### src/rtl/id_ex_skid_pkg.sv
// Shared constants and FSM state encoding for the ID/EX skid-buffered stage.
package id_ex_skid_pkg;

    localparam logic [31:0] INST_NOP = 32'h0000_0013;

    typedef enum logic [1:0] {
        SKID_EMPTY = 2'd0,
        SKID_ONE   = 2'd1,
        SKID_FULL  = 2'd2
    } skid_state_e;

endpackage

### src/rtl/id_ex_skid_ctrl.sv
// Occupancy FSM for the ID/EX skid buffer: registered handshake outputs and
// combinational load selects for the main (M) and skid (S) payload registers.
module id_ex_skid_ctrl
    import id_ex_skid_pkg::*;
(
    input  logic       clk,
    input  logic       rst,
    input  logic       flush_i,
    input  logic       in_valid_i,
    input  logic       out_ready_i,
    output logic       in_ready_o,
    output logic       out_valid_o,
    output logic [1:0] occ_o,
    output logic       m_load_in,
    output logic       m_load_s,
    output logic       m_load_bubble,
    output logic       s_load_in,
    output logic       s_clear
);

    skid_state_e state_q, state_d;
    logic        in_ready_q;
    logic        out_valid_q;
    logic [1:0]  occ_q;
    logic        accept;
    logic        drain;

    assign accept = in_valid_i & in_ready_q;
    assign drain  = out_valid_q & out_ready_i;

    always_comb begin
        state_d       = state_q;
        m_load_in     = 1'b0;
        m_load_s      = 1'b0;
        m_load_bubble = 1'b0;
        s_load_in     = 1'b0;
        s_clear       = 1'b0;
        if (flush_i) begin
            // Redirect wins over everything, including a same-cycle accept.
            state_d       = SKID_EMPTY;
            m_load_bubble = 1'b1;
            s_clear       = 1'b1;
        end else begin
            case (state_q)
                SKID_EMPTY: begin
                    if (accept) begin
                        m_load_in = 1'b1;
                        state_d   = SKID_ONE;
                    end
                end
                SKID_ONE: begin
                    if (accept && drain) begin
                        m_load_in = 1'b1;
                    end else if (accept) begin
                        s_load_in = 1'b1;
                        state_d   = SKID_FULL;
                    end else if (drain) begin
                        m_load_bubble = 1'b1;
                        state_d       = SKID_EMPTY;
                    end
                end
                SKID_FULL: begin
                    if (drain) begin
                        m_load_s = 1'b1;
                        s_clear  = 1'b1;
                        state_d  = SKID_ONE;
                    end
                end
                default: begin
                    state_d       = SKID_EMPTY;
                    m_load_bubble = 1'b1;
                    s_clear       = 1'b1;
                end
            endcase
        end
    end

    // Handshake outputs are derived from the next state so they leave a flop.
    always_ff @(posedge clk or negedge rst) begin
        if (!rst) begin
            state_q     <= SKID_EMPTY;
            in_ready_q  <= 1'b1;
            out_valid_q <= 1'b0;
            occ_q       <= 2'd0;
        end else begin
            state_q     <= state_d;
            in_ready_q  <= (state_d != SKID_FULL);
            out_valid_q <= (state_d != SKID_EMPTY);
            occ_q       <= state_d;
        end
    end

    assign in_ready_o  = in_ready_q;
    assign out_valid_o = out_valid_q;
    assign occ_o       = occ_q;

endmodule

### src/rtl/id_ex_skid.sv
// ID/EX pipeline register with valid/ready handshake and a one-entry skid
// buffer; outputs come straight from the main register and show a NOP bubble when idle.
module id_ex_skid #(
    parameter int          XLEN     = 32,
    parameter int          RADDR_W  = 5,
    parameter logic [31:0] NOP_INST = id_ex_skid_pkg::INST_NOP
) (
    input  logic               clk,
    input  logic               rst,
    input  logic               flush_i,
    input  logic               in_valid_i,
    output logic               in_ready_o,
    input  logic [31:0]        inst_i,
    input  logic [XLEN-1:0]    inst_addr_i,
    input  logic [XLEN-1:0]    op1_i,
    input  logic [XLEN-1:0]    op2_i,
    input  logic [RADDR_W-1:0] rd_addr_i,
    input  logic               reg_wen_i,
    output logic               out_valid_o,
    input  logic               out_ready_i,
    output logic [31:0]        inst_o,
    output logic [XLEN-1:0]    inst_addr_o,
    output logic [XLEN-1:0]    op1_o,
    output logic [XLEN-1:0]    op2_o,
    output logic [RADDR_W-1:0] rd_addr_o,
    output logic               reg_wen_o,
    output logic [1:0]         occ_o
);
    import id_ex_skid_pkg::*;

    logic m_load_in, m_load_s, m_load_bubble, s_load_in, s_clear;

    logic [31:0]        m_inst_q, m_inst_d, s_inst_q, s_inst_d;
    logic [XLEN-1:0]    m_addr_q, m_addr_d, s_addr_q, s_addr_d;
    logic [XLEN-1:0]    m_op1_q, m_op1_d, s_op1_q, s_op1_d;
    logic [XLEN-1:0]    m_op2_q, m_op2_d, s_op2_q, s_op2_d;
    logic [RADDR_W-1:0] m_rd_q, m_rd_d, s_rd_q, s_rd_d;
    logic               m_wen_q, m_wen_d, s_wen_q, s_wen_d;

    id_ex_skid_ctrl u_ctrl (
        .clk          (clk),
        .rst          (rst),
        .flush_i      (flush_i),
        .in_valid_i   (in_valid_i),
        .out_ready_i  (out_ready_i),
        .in_ready_o   (in_ready_o),
        .out_valid_o  (out_valid_o),
        .occ_o        (occ_o),
        .m_load_in    (m_load_in),
        .m_load_s     (m_load_s),
        .m_load_bubble(m_load_bubble),
        .s_load_in    (s_load_in),
        .s_clear      (s_clear)
    );

    // Load selects are mutually exclusive; with none asserted the registers hold.
    always_comb begin
        m_inst_d = m_inst_q;  m_addr_d = m_addr_q;  m_op1_d = m_op1_q;
        m_op2_d  = m_op2_q;   m_rd_d   = m_rd_q;    m_wen_d = m_wen_q;
        if (m_load_in) begin
            m_inst_d = inst_i;  m_addr_d = inst_addr_i;  m_op1_d = op1_i;
            m_op2_d  = op2_i;   m_rd_d   = rd_addr_i;    m_wen_d = reg_wen_i;
        end else if (m_load_s) begin
            m_inst_d = s_inst_q;  m_addr_d = s_addr_q;  m_op1_d = s_op1_q;
            m_op2_d  = s_op2_q;   m_rd_d   = s_rd_q;    m_wen_d = s_wen_q;
        end else if (m_load_bubble) begin
            m_inst_d = NOP_INST;  m_addr_d = '0;  m_op1_d = '0;
            m_op2_d  = '0;        m_rd_d   = '0;  m_wen_d = 1'b0;
        end
    end

    always_comb begin
        s_inst_d = s_inst_q;  s_addr_d = s_addr_q;  s_op1_d = s_op1_q;
        s_op2_d  = s_op2_q;   s_rd_d   = s_rd_q;    s_wen_d = s_wen_q;
        if (s_load_in) begin
            s_inst_d = inst_i;  s_addr_d = inst_addr_i;  s_op1_d = op1_i;
            s_op2_d  = op2_i;   s_rd_d   = rd_addr_i;    s_wen_d = reg_wen_i;
        end else if (s_clear) begin
            s_inst_d = NOP_INST;  s_addr_d = '0;  s_op1_d = '0;
            s_op2_d  = '0;        s_rd_d   = '0;  s_wen_d = 1'b0;
        end
    end

    always_ff @(posedge clk or negedge rst) begin
        if (!rst) begin
            m_inst_q <= NOP_INST;  m_addr_q <= '0;  m_op1_q <= '0;
            m_op2_q  <= '0;        m_rd_q   <= '0;  m_wen_q <= 1'b0;
            s_inst_q <= NOP_INST;  s_addr_q <= '0;  s_op1_q <= '0;
            s_op2_q  <= '0;        s_rd_q   <= '0;  s_wen_q <= 1'b0;
        end else begin
            m_inst_q <= m_inst_d;  m_addr_q <= m_addr_d;  m_op1_q <= m_op1_d;
            m_op2_q  <= m_op2_d;   m_rd_q   <= m_rd_d;    m_wen_q <= m_wen_d;
            s_inst_q <= s_inst_d;  s_addr_q <= s_addr_d;  s_op1_q <= s_op1_d;
            s_op2_q  <= s_op2_d;   s_rd_q   <= s_rd_d;    s_wen_q <= s_wen_d;
        end
    end

    assign inst_o      = m_inst_q;
    assign inst_addr_o = m_addr_q;
    assign op1_o       = m_op1_q;
    assign op2_o       = m_op2_q;
    assign rd_addr_o   = m_rd_q;
    assign reg_wen_o   = m_wen_q;

endmodule

### config.mk
export PLATFORM = sky130hd
export DESIGN_NAME = id_ex_skid
export DESIGN_NICKNAME = d
export VERILOG_FILES = /design/src/rtl/id_ex_skid_pkg.sv /design/src/rtl/id_ex_skid_ctrl.sv /design/src/rtl/id_ex_skid.sv
export SDC_FILE = /design/constraint.sdc
export NUM_CORES = 1
export LEC_CHECK = 0
export CAP_MARGIN = 15
export CORE_MARGIN = 2
export CORE_UTILIZATION = 30
export CTS_CLUSTER_DIAMETER = 100
export DETAILED_ROUTE_END_ITERATION = 16
export GPL_TIMING_DRIVEN = 0
export PLACE_DENSITY_LB_ADDON = 0.25
export SYNTH_ARGS = -nofsm -noshare
export SYNTH_HDL_FRONTEND = slang
export SYNTH_HIERARCHICAL = 1
export SYNTH_SLANG_ARGS = --single-unit
### constraint.sdc
create_clock -name clk -period 3.3 [get_ports clk]
set_input_delay 0.33 -clock clk [delete_from_list [all_inputs] [get_ports clk]]
set_output_delay 0.33 -clock clk [all_outputs]
set_load 0.005 [all_outputs]
# Word level (Yosys, flattened, before mapping)
# Cells that the tools add are included.
# word_totals
memories	0
register_bits	272
input_bits	139
romBits	0
output_inout_bits	138
elab_cells	76
latchBits	0
mem_bits_rw	0
# op_classes
add_sub_neg	0
n_eq_ne	3
div_mod_pow	0
shift	0
mul	0
reduce_logical	7
bitwise_logic	2
mux	49
order_cmp	0
# op_table
operator	n
$mux 32	16
$mux 5	5
$mux 1	18
$mux 2	6
$pmux 1 s2	3
$pmux 2 s3	1
$reduce_bool 2->1	2
$reduce_or 2->1	2
$reduce_bool 3->1	1
$and 1x1->1	2
$eq 2x1->1 const B	1
$eq 2x2->1 const B	1
$logic_not 2->1	1
$ne 2x2->1 const B	1
$logic_and 1x1->1	1

# Depth between registers and ports, before layout
# depth
word_depth	9
mapped_depth	8
mapped_depth_nobuf	5

# Modules after synthesis
# The synthesis kept the hierarchy.
# by_module_without_submodules
mod	area_per_inst_um2	n_inst	cells_per_inst
id_ex_skid	12665.9	1	1311
id_ex_skid_ctrl	260.2	1	25

# Worst setup path after synthesis
# Ideal clock, no wire load.
# synth_path
path_kind	register to register
start	register u_ctrl/occ_o[0] (netlist name)
end	register m_addr_q[0] (netlist: inst_addr_o[0])
t_arrival_ns	1.794
setup_time_ns	0.077
path_buffers	4
setup_slack_ns	1.429
synth_period_minus_slack_ns	1.871
stages_incl_launch_ff	9
t_required_ns	3.223
cell_sequence	dfrtp_1 buf_6 nand2b_4 nor3_1 buf_6 buf_6 buf_4 a21oi_1 a21oi_1
# synth_lines
item	line_no	rtl
end signal: assignment	id_ex_skid.sv:91	m_inst_q <= m_inst_d; m_addr_q <= m_addr_d; m_op1_q <= m_op1_d;
end: declaration	id_ex_skid.sv:34	logic [XLEN-1:0] m_addr_q, m_addr_d, s_addr_q, s_addr_d;

# Final worst setup path
# layout_path
start	register u_ctrl.out_valid_q (netlist: u_ctrl/out_valid_o)
end	register m_op1_q[26] (netlist: op1_o[26])
# layout_via
elab_cells_between_ends	15
cone_classes	mux (12); bitwise (1); reduce/logical (2)
# layout_lines
item	line_no	rtl
start: declaration	id_ex_skid_ctrl.sv:23	logic out_valid_q;
start signal: assignment	id_ex_skid_ctrl.sv:88	out_valid_q <= (state_d != SKID_EMPTY);
$and 1x1->1 *	id_ex_skid_ctrl.sv:29	assign drain = out_valid_q & out_ready_i;
$logic_and 1x1->1 *	id_ex_skid_ctrl.sv:52	if (accept && drain) begin
$mux 1 *	id_ex_skid_ctrl.sv:52	
$pmux 1 s2 *	id_ex_skid_ctrl.sv:44	case (state_q)
$mux 1 *	id_ex_skid_ctrl.sv:38	if (flush_i) begin
named net m_load_in	id_ex_skid.sv:31	logic m_load_in, m_load_s, m_load_bubble, s_load_in, s_clear;
$reduce_bool 3->1 (no source line) / $mux 32 (equally long branches)	--	
end signal: assignment	id_ex_skid.sv:91	
end: declaration	id_ex_skid.sv:35	logic [XLEN-1:0] m_op1_q, m_op1_d, s_op1_q, s_op1_d;
# The timed path passes the listed nets; every way through them passes the cells marked *.
# A chain may end at the register's enable or synchronous reset.

==> run metrics <==
fraction of registers with async set/reset=100.0%; #FFs+latches synth=272; CTS tree=built; Final ANT Viol Nets=0; top post-synthesis cells by area=dfrtp_1 (51%), a21oi_1 (10%), or3b_1 (8.9%); Pins Over Slew Limit=0; Startpoint Class=flop; 1st-pass router iterations=5; via count=10802; Setup Skew=7.125 ps; placement row count=76; Initial Utilization=30.21%; Worst Tran Pin Value=1074 ps; Setup crit end kind=flop; first-pass GRT wire length=65000 µm; depth of the CTS H-tree=2; Max-cap violations=0; core area=0.04279 mm²; Worst slew margin=28.39%; layout net count=1790; leading area contributor after synthesis=dfrtp_1; root buffer cell=clkbuf_16; crit-path cells=nand2_1, a2111oi_1, buf_2, buf_2, buf_1, a21oi_1, a21oi_1; routability cong.=0.7889; Hold Path Class=input port to async pin; Cell Area, Synth=0.01293 mm²; Post-synth top flop=dfrtp_1; total wire length=41700 µm; status=finished clean; WP buf/inv=3; crit path max fanout=10; setup bufs post-CTS=0; DRC=0; share of cells above drive strength 1=7.706%; vias per inst=4.861; clock tree buffer depth=3; layout overhead on the synthesized area=35.79%; sequential cell area=0.006815 mm²; largest net degree at the start of global routing=114; drt wl/cell=18.76 µm; Port Buffers=276; final setup vio count=0; slowest stage cell, crit path=buf_1; total CTS buffers=34; Max Clk Rate=391.2 MHz; drt first-iter violations=587; Post-Syn Area per Cell=9.675 µm²; Final Total Pwr=9264 µW; clock slew at reported path FFs=60 ps; Fillers=4258; Critical Path Max Stage Delay=460 ps; Multi-input gate area=0.005454 mm²; cell count after synthesis=1336; number of global-route vias before repair=11110; global route overflow=0; Clock Latency Late Sink=520 ps; Worst Path Required=3740 ps; Post-DP HPWL=28000 µm; top-area cell type share of the netlist area=51.30%; RSZ-0062 raised after global routing=no; most frequent cells after synthesis=dfrtp_1 (265), a21oi_1 (262), nand2_1 (134), nor2b_1 (134), or3b_1 (131); Overall Global Routing Usage=18.70%; DIE WIDTH=211.6 µm; Post-Syn Nets=1475; initial antenna violation count=3; power density over cell area=527.8 mW/mm²; final worst path period share=77.47%; Synth cell types=30; number of flops mapped to enable cells by yosys=0; Die Y=211.6 µm; min cycle time layout=2557 ps; WS Path Type=flop to flop; VDD IR-drop max=0.2896 mV; Yosys warnings=6; Hold Fails Final Rpt=0; io pins=277; Reg2Reg Setup Slack=740 ps; CP delay by family, top=buffers and inverters; leak pwr=0.007073 µW; setup TNS=0 ps; most numerous cell in the Yosys netlist=dfrtp_1; WP data arrival=2990 ps; clock sinks=272; Seq/Total Area, Yosys=52.72%; die area=0.04476 mm²
-- per-layer routing --
metal | GRT usage (%) | part of all wire, % | vias to the layer above
met2 | 28.69 | 46 | 314
met5 | 0 | 0.031 | -
met1 | 26.40 | 46 | 5241
met4 | 5.002 | 1.8 | 2
li1 | - | - | 5195
met3 | 4.421 | 6.6 | 50
-- power breakdown --
group          switching, µW  internal (µW)  total, µW
Combinational            758            967       1720
Sequential               186           3680       3870
Clock                   1470           2200       3670
-- through the flow --
stage | std cells | cell area [µm²] | hold WS, ps | worst slack, ps | util, %
after global placement | 2158 | 16370 | 483.2 | -10610 | 38.26
after global routing | 2220 | 17550 | 331.1 | 453.1 | 41.01
after CTS | 2220 | 17550 | 306.2 | 701.6 | 41.01
after detailed placement | 2160 | 16440 | 293.9 | 304.6 | 38.41
final | 2222 | 17550 | 322.2 | 743.5 | 41.02
after floorplan | 1336 | 12930 | 34.41 | 1429 | -
-- kinds of logic after synthesis --
group	Yosys count	share of synthesized area [%]
AOI/OAI and AO/OA	407	16.18
buffers and inverters	119	5.120
DFF	272	52.72
and+or+nand+nor	538	25.97
-- sequential cells by signal, summed over array words and instances, names as in the netlist, 2 cells and up --
signal	cells
s_rd_q	5
s_op2_q	32
s_inst_q	32
op2_o	32
s_addr_q	32
op1_o	32
rd_addr_o	5
inst_o	32
inst_addr_o	32
u_ctrl/occ_o	2
s_op1_q	32
-- cell type report --
type | count | share of cell area, %
antenna | 2 | 0.02851
buffer | 118 | 3.750
clock buffer | 52 | 5.995
clock inverter | 7 | 0.2709
inverter | 1 | 0.02139
multi-input combinational | 945 | 31.07
sequential | 272 | 38.83
tap | 546 | 3.892
timing repair buffer | 279 | 16.14
-- layout by cell type, fill, tap and decap left out, drive strengths merged, types with 77 or more instances in the layout --
| cell | n |
|---|---|
| a21oi | 262 |
| buf | 77 |
| clkbuf | 96 |
| clkdlybuf4s50 | 275 |
| dfrtp | 265 |
| nand2 | 134 |
| nand2b | 127 |
| nor2b | 134 |
| o21ai | 129 |
| or3b | 131 |
-- timing repair --
| action | 4_1_cts | 5_1_grt |
|---|---|---|
| hold buffers | 1 | 0 |
| endpoints found under the setup margin | 0 | 0 |
| resized for setup | 0 | 0 |
| endpoints found under the hold margin | 52 | 0 |
-- final timing paths --
path	to	cells after the start	from
worst max-delay path	op1_o[26]	7	u_ctrl/out_valid_o
worst min-delay path	s_addr_q[23]	2	rst
worst max register to register	op1_o[26]	7	u_ctrl/out_valid_o
worst min register to register	s_op1_q[31]	1	s_op1_q[31]
max in group asynchronous	s_op2_q[30]	3	rst
min in group clk	s_inst_q[1]	3	inst_i[1]
Note: power is estimated with default switching activity, not from simulation.
